==> config.mk <==
export PLATFORM = sky130hd
export DESIGN_NAME = ex_stage
export DESIGN_NICKNAME = d
export VERILOG_FILES = /design/src/rtl/ex_stage.sv
export SDC_FILE = /design/constraint.sdc
export NUM_CORES = 1
export LEC_CHECK = 0
export ABC_CLOCK_PERIOD_IN_PS = 4240
export CAP_MARGIN = 15
export CORE_ASPECT_RATIO = 1.25
export CORE_MARGIN = 8
export CORE_UTILIZATION = 45
export CTS_BUF_LIST = sky130_fd_sc_hd__clkbuf_8
export CTS_CLUSTER_DIAMETER = 150
export DETAILED_ROUTE_END_ITERATION = 7
export GPL_TIMING_DRIVEN = 0
export PLACE_DENSITY = 0.75
export SLEW_MARGIN = 0
export SYNTH_ARGS = -nofsm -noshare
export SYNTH_HDL_FRONTEND = slang
export SYNTH_SLANG_ARGS = --single-unit
==> constraint.sdc <==
create_clock -name clk -period 4.24 [get_ports clk]
set_input_delay 0.424 -clock clk [delete_from_list [all_inputs] [get_ports clk]]
set_output_delay 0.424 -clock clk [all_outputs]
set_load 0.005 [all_outputs]
==> src/rtl/ex_stage.sv <==
// ---------------------------------------------------------------------------
// ex_stage -- execute stage of the 8-bit pipeline.
//
// Takes the ID/EX register outputs and does four things:
//   - selects forwarded operands
//   - runs the ALU
//   - holds the condition-code register (ccr = {V,C,N,Z})
//   - resolves branches
// The result and pass-through control bits are registered into the EX/MEM
// register that feeds the memory stage.
//
// Ports
//   clk, rst            clock; synchronous active-high reset
//   stall               holds the EX/MEM register and the CCR
//   BType .. IO_Write   decoded control from ID/EX
//   ALU_op              ALU function select
//   ra_val, rb_val      register operands from ID/EX
//   imm, pc_plus1       immediate and return address from ID/EX
//   ra, rb              register indices from ID/EX
//   fwd_a_sel/_b_sel    forwarding selects:
//                         00/11 ID/EX value, 01 exmem_alu_result, 10 wb_data
//   wb_data             write-back value used for forwarding
//   ccr_save/_restore   interrupt entry / RTI CCR shadow control
//   branch_taken/target combinational branch resolution
//   ccr                 registered condition codes {V,C,N,Z}
//   exmem_*             EX/MEM pipeline register
//
// Build option
//   EX_CCR_SHADOW_EN  adds a 4-bit CCR shadow register driven by
//                     ccr_save/ccr_restore. When it is undefined, both of
//                     those inputs are ignored.
// ---------------------------------------------------------------------------
module ex_stage (
    input  logic       clk,
    input  logic       rst,
    input  logic       stall,
    input  logic [1:0] BType,
    input  logic [1:0] MemToReg,
    input  logic [1:0] RegDistidx,
    input  logic       RegWrite,
    input  logic       MemWrite,
    input  logic       MemRead,
    input  logic       UpdateFlags,
    input  logic       ALU_src,
    input  logic       IO_Write,
    input  logic [3:0] ALU_op,
    input  logic [7:0] ra_val,
    input  logic [7:0] rb_val,
    input  logic [7:0] imm,
    input  logic [7:0] pc_plus1,
    input  logic [1:0] ra,
    input  logic [1:0] rb,
    input  logic [1:0] fwd_a_sel,
    input  logic [1:0] fwd_b_sel,
    input  logic [7:0] wb_data,
    input  logic       ccr_save,
    input  logic       ccr_restore,
    output logic       branch_taken,
    output logic [7:0] branch_target,
    output logic [3:0] ccr,
    output logic [7:0] exmem_alu_result,
    output logic [7:0] exmem_store_data,
    output logic [7:0] exmem_pc_plus1,
    output logic [1:0] exmem_dest,
    output logic [1:0] exmem_MemToReg,
    output logic       exmem_RegWrite,
    output logic       exmem_MemWrite,
    output logic       exmem_MemRead,
    output logic       exmem_IO_Write
);

    localparam logic [3:0] OP_PASSB = 4'd0;
    localparam logic [3:0] OP_ADD   = 4'd1;
    localparam logic [3:0] OP_SUB   = 4'd2;
    localparam logic [3:0] OP_AND   = 4'd3;
    localparam logic [3:0] OP_OR    = 4'd4;
    localparam logic [3:0] OP_NOT   = 4'd5;
    localparam logic [3:0] OP_NEG   = 4'd6;
    localparam logic [3:0] OP_INC   = 4'd7;
    localparam logic [3:0] OP_DEC   = 4'd8;
    localparam logic [3:0] OP_RLC   = 4'd9;
    localparam logic [3:0] OP_RRC   = 4'd10;
    localparam logic [3:0] OP_SETC  = 4'd11;
    localparam logic [3:0] OP_CLRC  = 4'd12;
    localparam logic [3:0] OP_PASSA = 4'd13;

    logic [7:0] op_a;
    logic [7:0] fwd_b;
    logic [7:0] op_b;
    logic [7:0] alu_res;
    logic [8:0] sum9;
    logic       c_next;
    logic       v_next;
    logic       zn_upd;
    logic [3:0] flags_next;
    logic [1:0] dest;

    wire ccr_z = ccr[0];
    wire ccr_c = ccr[2];
    wire ccr_v = ccr[3];

    // Operand forwarding. 11 falls back to the ID/EX value.
    always_comb begin
        case (fwd_a_sel)
            2'b01:   op_a = exmem_alu_result;
            2'b10:   op_a = wb_data;
            default: op_a = ra_val;
        endcase
        case (fwd_b_sel)
            2'b01:   fwd_b = exmem_alu_result;
            2'b10:   fwd_b = wb_data;
            default: fwd_b = rb_val;
        endcase
        op_b = ALU_src ? imm : fwd_b;
    end

    // ALU. sum9[8] is the carry-out for additions and the borrow for
    // subtractions, because it comes from a 9-bit zero-extended difference.
    always_comb begin
        alu_res = op_b;
        sum9    = 9'd0;
        c_next  = ccr_c;
        v_next  = ccr_v;
        zn_upd  = 1'b1;
        case (ALU_op)
            OP_ADD: begin
                sum9    = {1'b0, op_a} + {1'b0, op_b};
                alu_res = sum9[7:0];
                c_next  = sum9[8];
                v_next  = (op_a[7] == op_b[7]) && (alu_res[7] != op_a[7]);
            end
            OP_SUB: begin
                sum9    = {1'b0, op_a} - {1'b0, op_b};
                alu_res = sum9[7:0];
                c_next  = sum9[8];
                v_next  = (op_a[7] != op_b[7]) && (alu_res[7] != op_a[7]);
            end
            OP_AND:   alu_res = op_a & op_b;
            OP_OR:    alu_res = op_a | op_b;
            OP_NOT:   alu_res = ~op_b;
            OP_NEG: begin
                sum9    = 9'd0 - {1'b0, op_b};
                alu_res = sum9[7:0];
                c_next  = sum9[8];
                v_next  = op_b[7] && alu_res[7];
            end
            OP_INC: begin
                sum9    = {1'b0, op_b} + 9'd1;
                alu_res = sum9[7:0];
                c_next  = sum9[8];
                v_next  = !op_b[7] && alu_res[7];
            end
            OP_DEC: begin
                sum9    = {1'b0, op_b} - 9'd1;
                alu_res = sum9[7:0];
                c_next  = sum9[8];
                v_next  = op_b[7] && !alu_res[7];
            end
            OP_RLC: begin
                alu_res = {op_b[6:0], ccr_c};
                c_next  = op_b[7];
            end
            OP_RRC: begin
                alu_res = {ccr_c, op_b[7:1]};
                c_next  = op_b[0];
            end
            OP_SETC: begin
                c_next = 1'b1;
                zn_upd = 1'b0;
            end
            OP_CLRC: begin
                c_next = 1'b0;
                zn_upd = 1'b0;
            end
            OP_PASSA: alu_res = op_a;
            default:  alu_res = op_b;
        endcase
    end

    always_comb begin
        flags_next = {v_next, c_next, ccr[1], ccr[0]};
        if (zn_upd) begin
            flags_next[1] = alu_res[7];
            flags_next[0] = (alu_res == 8'd0);
        end
    end

    // Branch resolution looks only at the registered CCR, so flags produced
    // by the instruction currently in EX are seen by the next one.
    always_comb begin
        case (BType)
            2'b01:   branch_taken = ccr_z;
            2'b10:   branch_taken = ccr_c;
            2'b11:   branch_taken = 1'b1;
            default: branch_taken = 1'b0;
        endcase
        branch_target = fwd_b;
    end

    always_comb begin
        case (RegDistidx)
            2'b00:   dest = ra;
            2'b01:   dest = rb;
            default: dest = 2'd3;
        endcase
    end

    always_ff @(posedge clk) begin
        if (rst) begin
            exmem_alu_result <= 8'd0;
            exmem_store_data <= 8'd0;
            exmem_pc_plus1   <= 8'd0;
            exmem_dest       <= 2'd0;
            exmem_MemToReg   <= 2'd0;
            exmem_RegWrite   <= 1'b0;
            exmem_MemWrite   <= 1'b0;
            exmem_MemRead    <= 1'b0;
            exmem_IO_Write   <= 1'b0;
        end else if (!stall) begin
            exmem_alu_result <= alu_res;
            exmem_store_data <= fwd_b;
            exmem_pc_plus1   <= pc_plus1;
            exmem_dest       <= dest;
            exmem_MemToReg   <= MemToReg;
            exmem_RegWrite   <= RegWrite;
            exmem_MemWrite   <= MemWrite;
            exmem_MemRead    <= MemRead;
            exmem_IO_Write   <= IO_Write;
        end
    end

`ifdef EX_CCR_SHADOW_EN
    logic [3:0] ccr_shadow;

    // A restore beats a flag write in the same cycle. When save and restore
    // happen together, the two registers swap their old values.
    always_ff @(posedge clk) begin
        if (rst) begin
            ccr        <= 4'd0;
            ccr_shadow <= 4'd0;
        end else if (!stall) begin
            if (ccr_restore)
                ccr <= ccr_shadow;
            else if (UpdateFlags)
                ccr <= flags_next;
            if (ccr_save)
                ccr_shadow <= ccr;
        end
    end
`else
    logic unused_shadow_ctrl;
    assign unused_shadow_ctrl = ccr_save ^ ccr_restore;

    always_ff @(posedge clk) begin
        if (rst)
            ccr <= 4'd0;
        else if (!stall && UpdateFlags)
            ccr <= flags_next;
    end
`endif

endmodule

==> results <==
- Once detailed placement completed, the half-perimeter wirelength came to 14.1 mm.
- Power spread over the standard cell area amounts to 255 nW/um^2.
- The maximum number of buffers from clock root to sink is 2.
- The sequential cells in the finished layout cover a total of between 700 and 800 sq um.
- The path class of the tightest hold or removal check is flop to flop.
- The multi-input logic area is 3400 sq um.
- The primary flip-flop cell chosen by synthesis mapping is dfxtp_1.
- The summed instance area of the synthesized netlist is approximately 4300 sq um.
- The cts-stage hold buffer count is 0.
- The most common library cell in the layout ignoring fill and taps is clkdlybuf4s50_1.
- The count of cells along the worst hold path is 2.
- In this run the remaining antenna-violating nets after routing total 0.
- For the worst setup path, the data arrival time is 4.33 ns.
- The count of pins over their slew limit is 0.
- The fraction of the core area covered by cells at the end of the flow is 0.623.
- The initial antenna violation count is 0.
- The number of rows created at floorplan is 40.
- The final worst-path cycle share is 0.965.
- The number of inserted filler cells in the final layout is slightly below 900.
- The final layout contains routed wiring with a total length of 17.7 mm.
- Counting tap cells, the placed design contains a total of 821 instances.
- The number of standard cells in the layout, taps in and fillers out is 835.
- The worst setup path is captured at a flop.
- Before CTS, the worst setup slack after placement is -0.894 ns.
- The worst IR drop on VDD is ~220 uV.
- For this configuration, the core starts out at a cell density of 0.456.
- The clock drives 36 sinks.
- The number of warnings reported in the yosys synthesis log is 0.
- The synthesized design contains 36 register bits.
- The distinct cell type count after synthesis is 91.
- The routed wirelength normalized by instance count is 21.2 microns.
- Hold timing on the final database bottoms out at a slack of 0.471 ns.
- In this run the number of H-tree levels came out at 2.
- The number of primary I/O pins is 114.
- The reg-to-reg critical path startpoint is exmem_alu_result[0].
- The sequential share of power is 0.256.
- During placement, the flow inserted port buffers numbering 108.
- The clock input transition at the sequential cells of the worst setup and hold paths is 0.08 ns.
- The later-pin clock latency in the skew report is 0.29 ns.
- In the synthesized netlist the async set-or-reset flop fraction comes to 0.
- In the layout the commonest cells are clkdlybuf4s50_1 (108), nor2_1 (74), nand2_1 (48).
- The number of maximum-capacitance constraint violations is 0.
- The global-route usage over all layers is 0.262.
- For this run, the register share of the synthesized area comes to 0.167.
- The final weighted congestion in routability-driven placement is 1.00.
- The number of antenna diodes is 0.
- Of the total power, the share spent switching nets is 0.403.
- The DRC marker count from the first detailed-route iteration is 422.
- Setup repair after global routing left no endpoint under its margin.
- For hold timing, the worst endpoint is exmem_dest[1].
- The minimum setup slack among reg-to-reg paths is 0.83 ns.
- Counting I/O delays and the setup requirement, the final critical path takes just over 4 ns.
- Of the post-synthesis cell area, the dominant cell type holds 0.167.
- The biggest fanout along the worst timing path is 10.
- The total DRC errors in the routed layout is 0.
- The synthesized design contains 0 enable-type register cells.
- The final hold violation count came to 0.
- The post-route total power is 1.50 mW.
- The horizontal die dimension is slightly above 100 microns.
- The highest attainable clock frequency is 0.244 GHz.
- The analysis attributes to cell leakage a power of 2.32 nW.
- From bottom edge to top edge, the die measures 125 microns.
- The part of the total power dissipated in the clock network is 0.201.
- The relative contribution of combinational cells to total power is 0.543.
- After the last flow step, the layout net total stands at 811.
- The share of cells above drive strength 1 is 0.124.
- The routed layout has 5119 vias.
- Measured against its own limit, the worst slew margin works out to 0.386.
- A synthesized cell averages 7.35 sq um.
- In the routed layout, each cell is associated on average with a via count of about 6.1.
- The required time at the worst-slack endpoint is roughly 4.5 ns.
- Summed over all nets, the switching power comes to 0.605 mW.
- Setup violations remaining at the end of the flow were counted as 0.
- STA classifies the critical path startpoint as an input port.
- The first-pass detailed-route iteration total is 6.
- The number of global-route vias before repair was 5274.
- The origin of the worst min-delay path is exmem_dest[1].
- The first global-routing pass estimated 27.8 mm of wire.
- The clock tree root driver cell is clkbuf_8.
- The cell-internal power is 0.898 mW.
- The leading area contributor after synthesis is dfxtp_1.
- The post-route worst setup slack is 0.147 ns.
- By area the synthesized netlist is led by dfxtp_1 (17%), ha_1 (9.3%), nor2_1 (6.4%).
- The number of cells on the worst reg-to-reg path is 14.
- The worst setup path is of the input port to flop kind.
- Clock tree synthesis inserted a total of 5 buffers.
- The gate count of the mapped netlist is 587.
- The aggregate global routing overflow is 0.
- The clock tree from TritonCTS is yes.
- The die covers around 13000 sq um.
- The region available for standard cell placement spans 9460 sq um.
- The post-route clock skew is 0.00520 ns.
- The pin count of the biggest net entering global routing is 13.
- The number of nets produced by synthesis is 690.
- The transition time at the pin with the least slew margin is 0.911 ns.
- The flow ran to the end, and the final reports show no timing, DRC or antenna violations.
- Relative to the synthesized area, the layout overhead comes to 36.5%.
- In this run the critical register-to-register path is captured at ccr[0].
## critical path, stage by stage
cell             delay [ns]
clkdlybuf4s50_1        0.48
inv_1                  0.05
ha_1                   0.29
buf_4                  0.19
a221oi_4               0.25
nor2_4                 0.09
a21boi_4               0.24
clkinv_4               0.09
ha_2                   0.22
fa_2                   0.38
nand2b_4               0.17
a211oi_4               0.24
nand4b_1               0.14
and4b_1                0.25
o221a_2                0.22
a41oi_4                0.14
nor4_2                 0.29
a31o_1                 0.16
## flip-flops by register name, indices dropped and copies added, names as in the netlist
| signal | count |
|---|---|
| exmem_alu_result | 8 |
| exmem_dest | 2 |
| exmem_RegWrite | 1 |
| exmem_MemToReg | 2 |
| exmem_MemRead | 1 |
| exmem_store_data | 8 |
| exmem_pc_plus1 | 8 |
| ccr | 4 |
| exmem_MemWrite | 1 |
| exmem_IO_Write | 1 |
## cell families after synthesis
family	share of synthesized area
fa+ha+maj	0.102
buf+inv	0.0832
xor+xnor	0.0101
mux	0.0707
flops	0.167
compound gates	0.324
simple gates	0.243
## worst max path at each step
stage	startpoint	end	slack, ns	cells after the start
after floorplan	fwd_b_sel[0]	ccr[0]	0.54	17
after global placement	fwd_b_sel[0]	ccr[0]	-0.87	18
after detailed placement	fwd_b_sel[0]	ccr[0]	-0.89	18
after CTS	fwd_b_sel[0]	ccr[0]	0.003	18
after global routing	fwd_b_sel[0]	ccr[0]	0.01	18
final	fwd_b_sel[0]	ccr[0]	0.15	18
## repair_timing
| item | in CTS | in global routing |
|---|---|---|
| gates resized for setup | 15 | 21 |
| pin swaps | 3 | 8 |
| setup endpoints to repair | 6 | 4 |
| buffers inserted | 2 | 6 |
## layer usage
metal	track usage	vias to the layer above	share of wire
met2	0.445	268	0.47
met5	0	-	0
li1	-	2396	-
met4	0.169	0	0.057
met1	0.285	2397	0.39
met3	0.0622	58	0.084
## cells in the mapped netlist (6+ instances only)
library cell	n
o22ai_1	6
clkbuf_1	21
nor3_1	18
a21oi_1	42
nor4_1	7
inv_2	6
nand2_1	48
buf_2	6
o21a_1	7
nand3_1	11
dfxtp_1	36
nor2b_1	11
ha_1	32
mux2i_1	26
a31oi_1	10
buf_1	6
nor2_1	74
o21ai_0	30
o221ai_1	6
inv_1	29
a22oi_1	8
nand2b_1	13
## power by group through the flow
stage               clock network, mW  registers, mW  logic, mW
detailed placement                  0          0.391      0.735
floorplan                           0          0.388      0.451
global route                    0.317          0.388      0.878
finish                          0.302          0.384      0.817
global placement                    0          0.390      0.728
CTS                             0.308          0.384      0.770
## cell type report
| cell class | count | share of cell area |
|---|---|---|
| Multi-Input combinational cell | 472 | 0.577 |
| Inverter | 38 | 0.0266 |
| Sequential cell | 36 | 0.122 |
| Buffer | 39 | 0.0353 |
| Timing Repair Buffer | 116 | 0.194 |
| Clock buffer | 5 | 0.0117 |
| Tap cell | 126 | 0.0268 |
| Clock inverter | 3 | 0.00659 |
## per-stage QoR
step | setup TNS, ns | cell area, sq um
final | 0 | 5890
after global routing | 0 | 5890
after CTS | 0 | 5750
after detailed placement | -3.81 | 5550
after global placement | -3.60 | 5550
after floorplan | 0 | 4320
(Power assumes the default switching activity.)
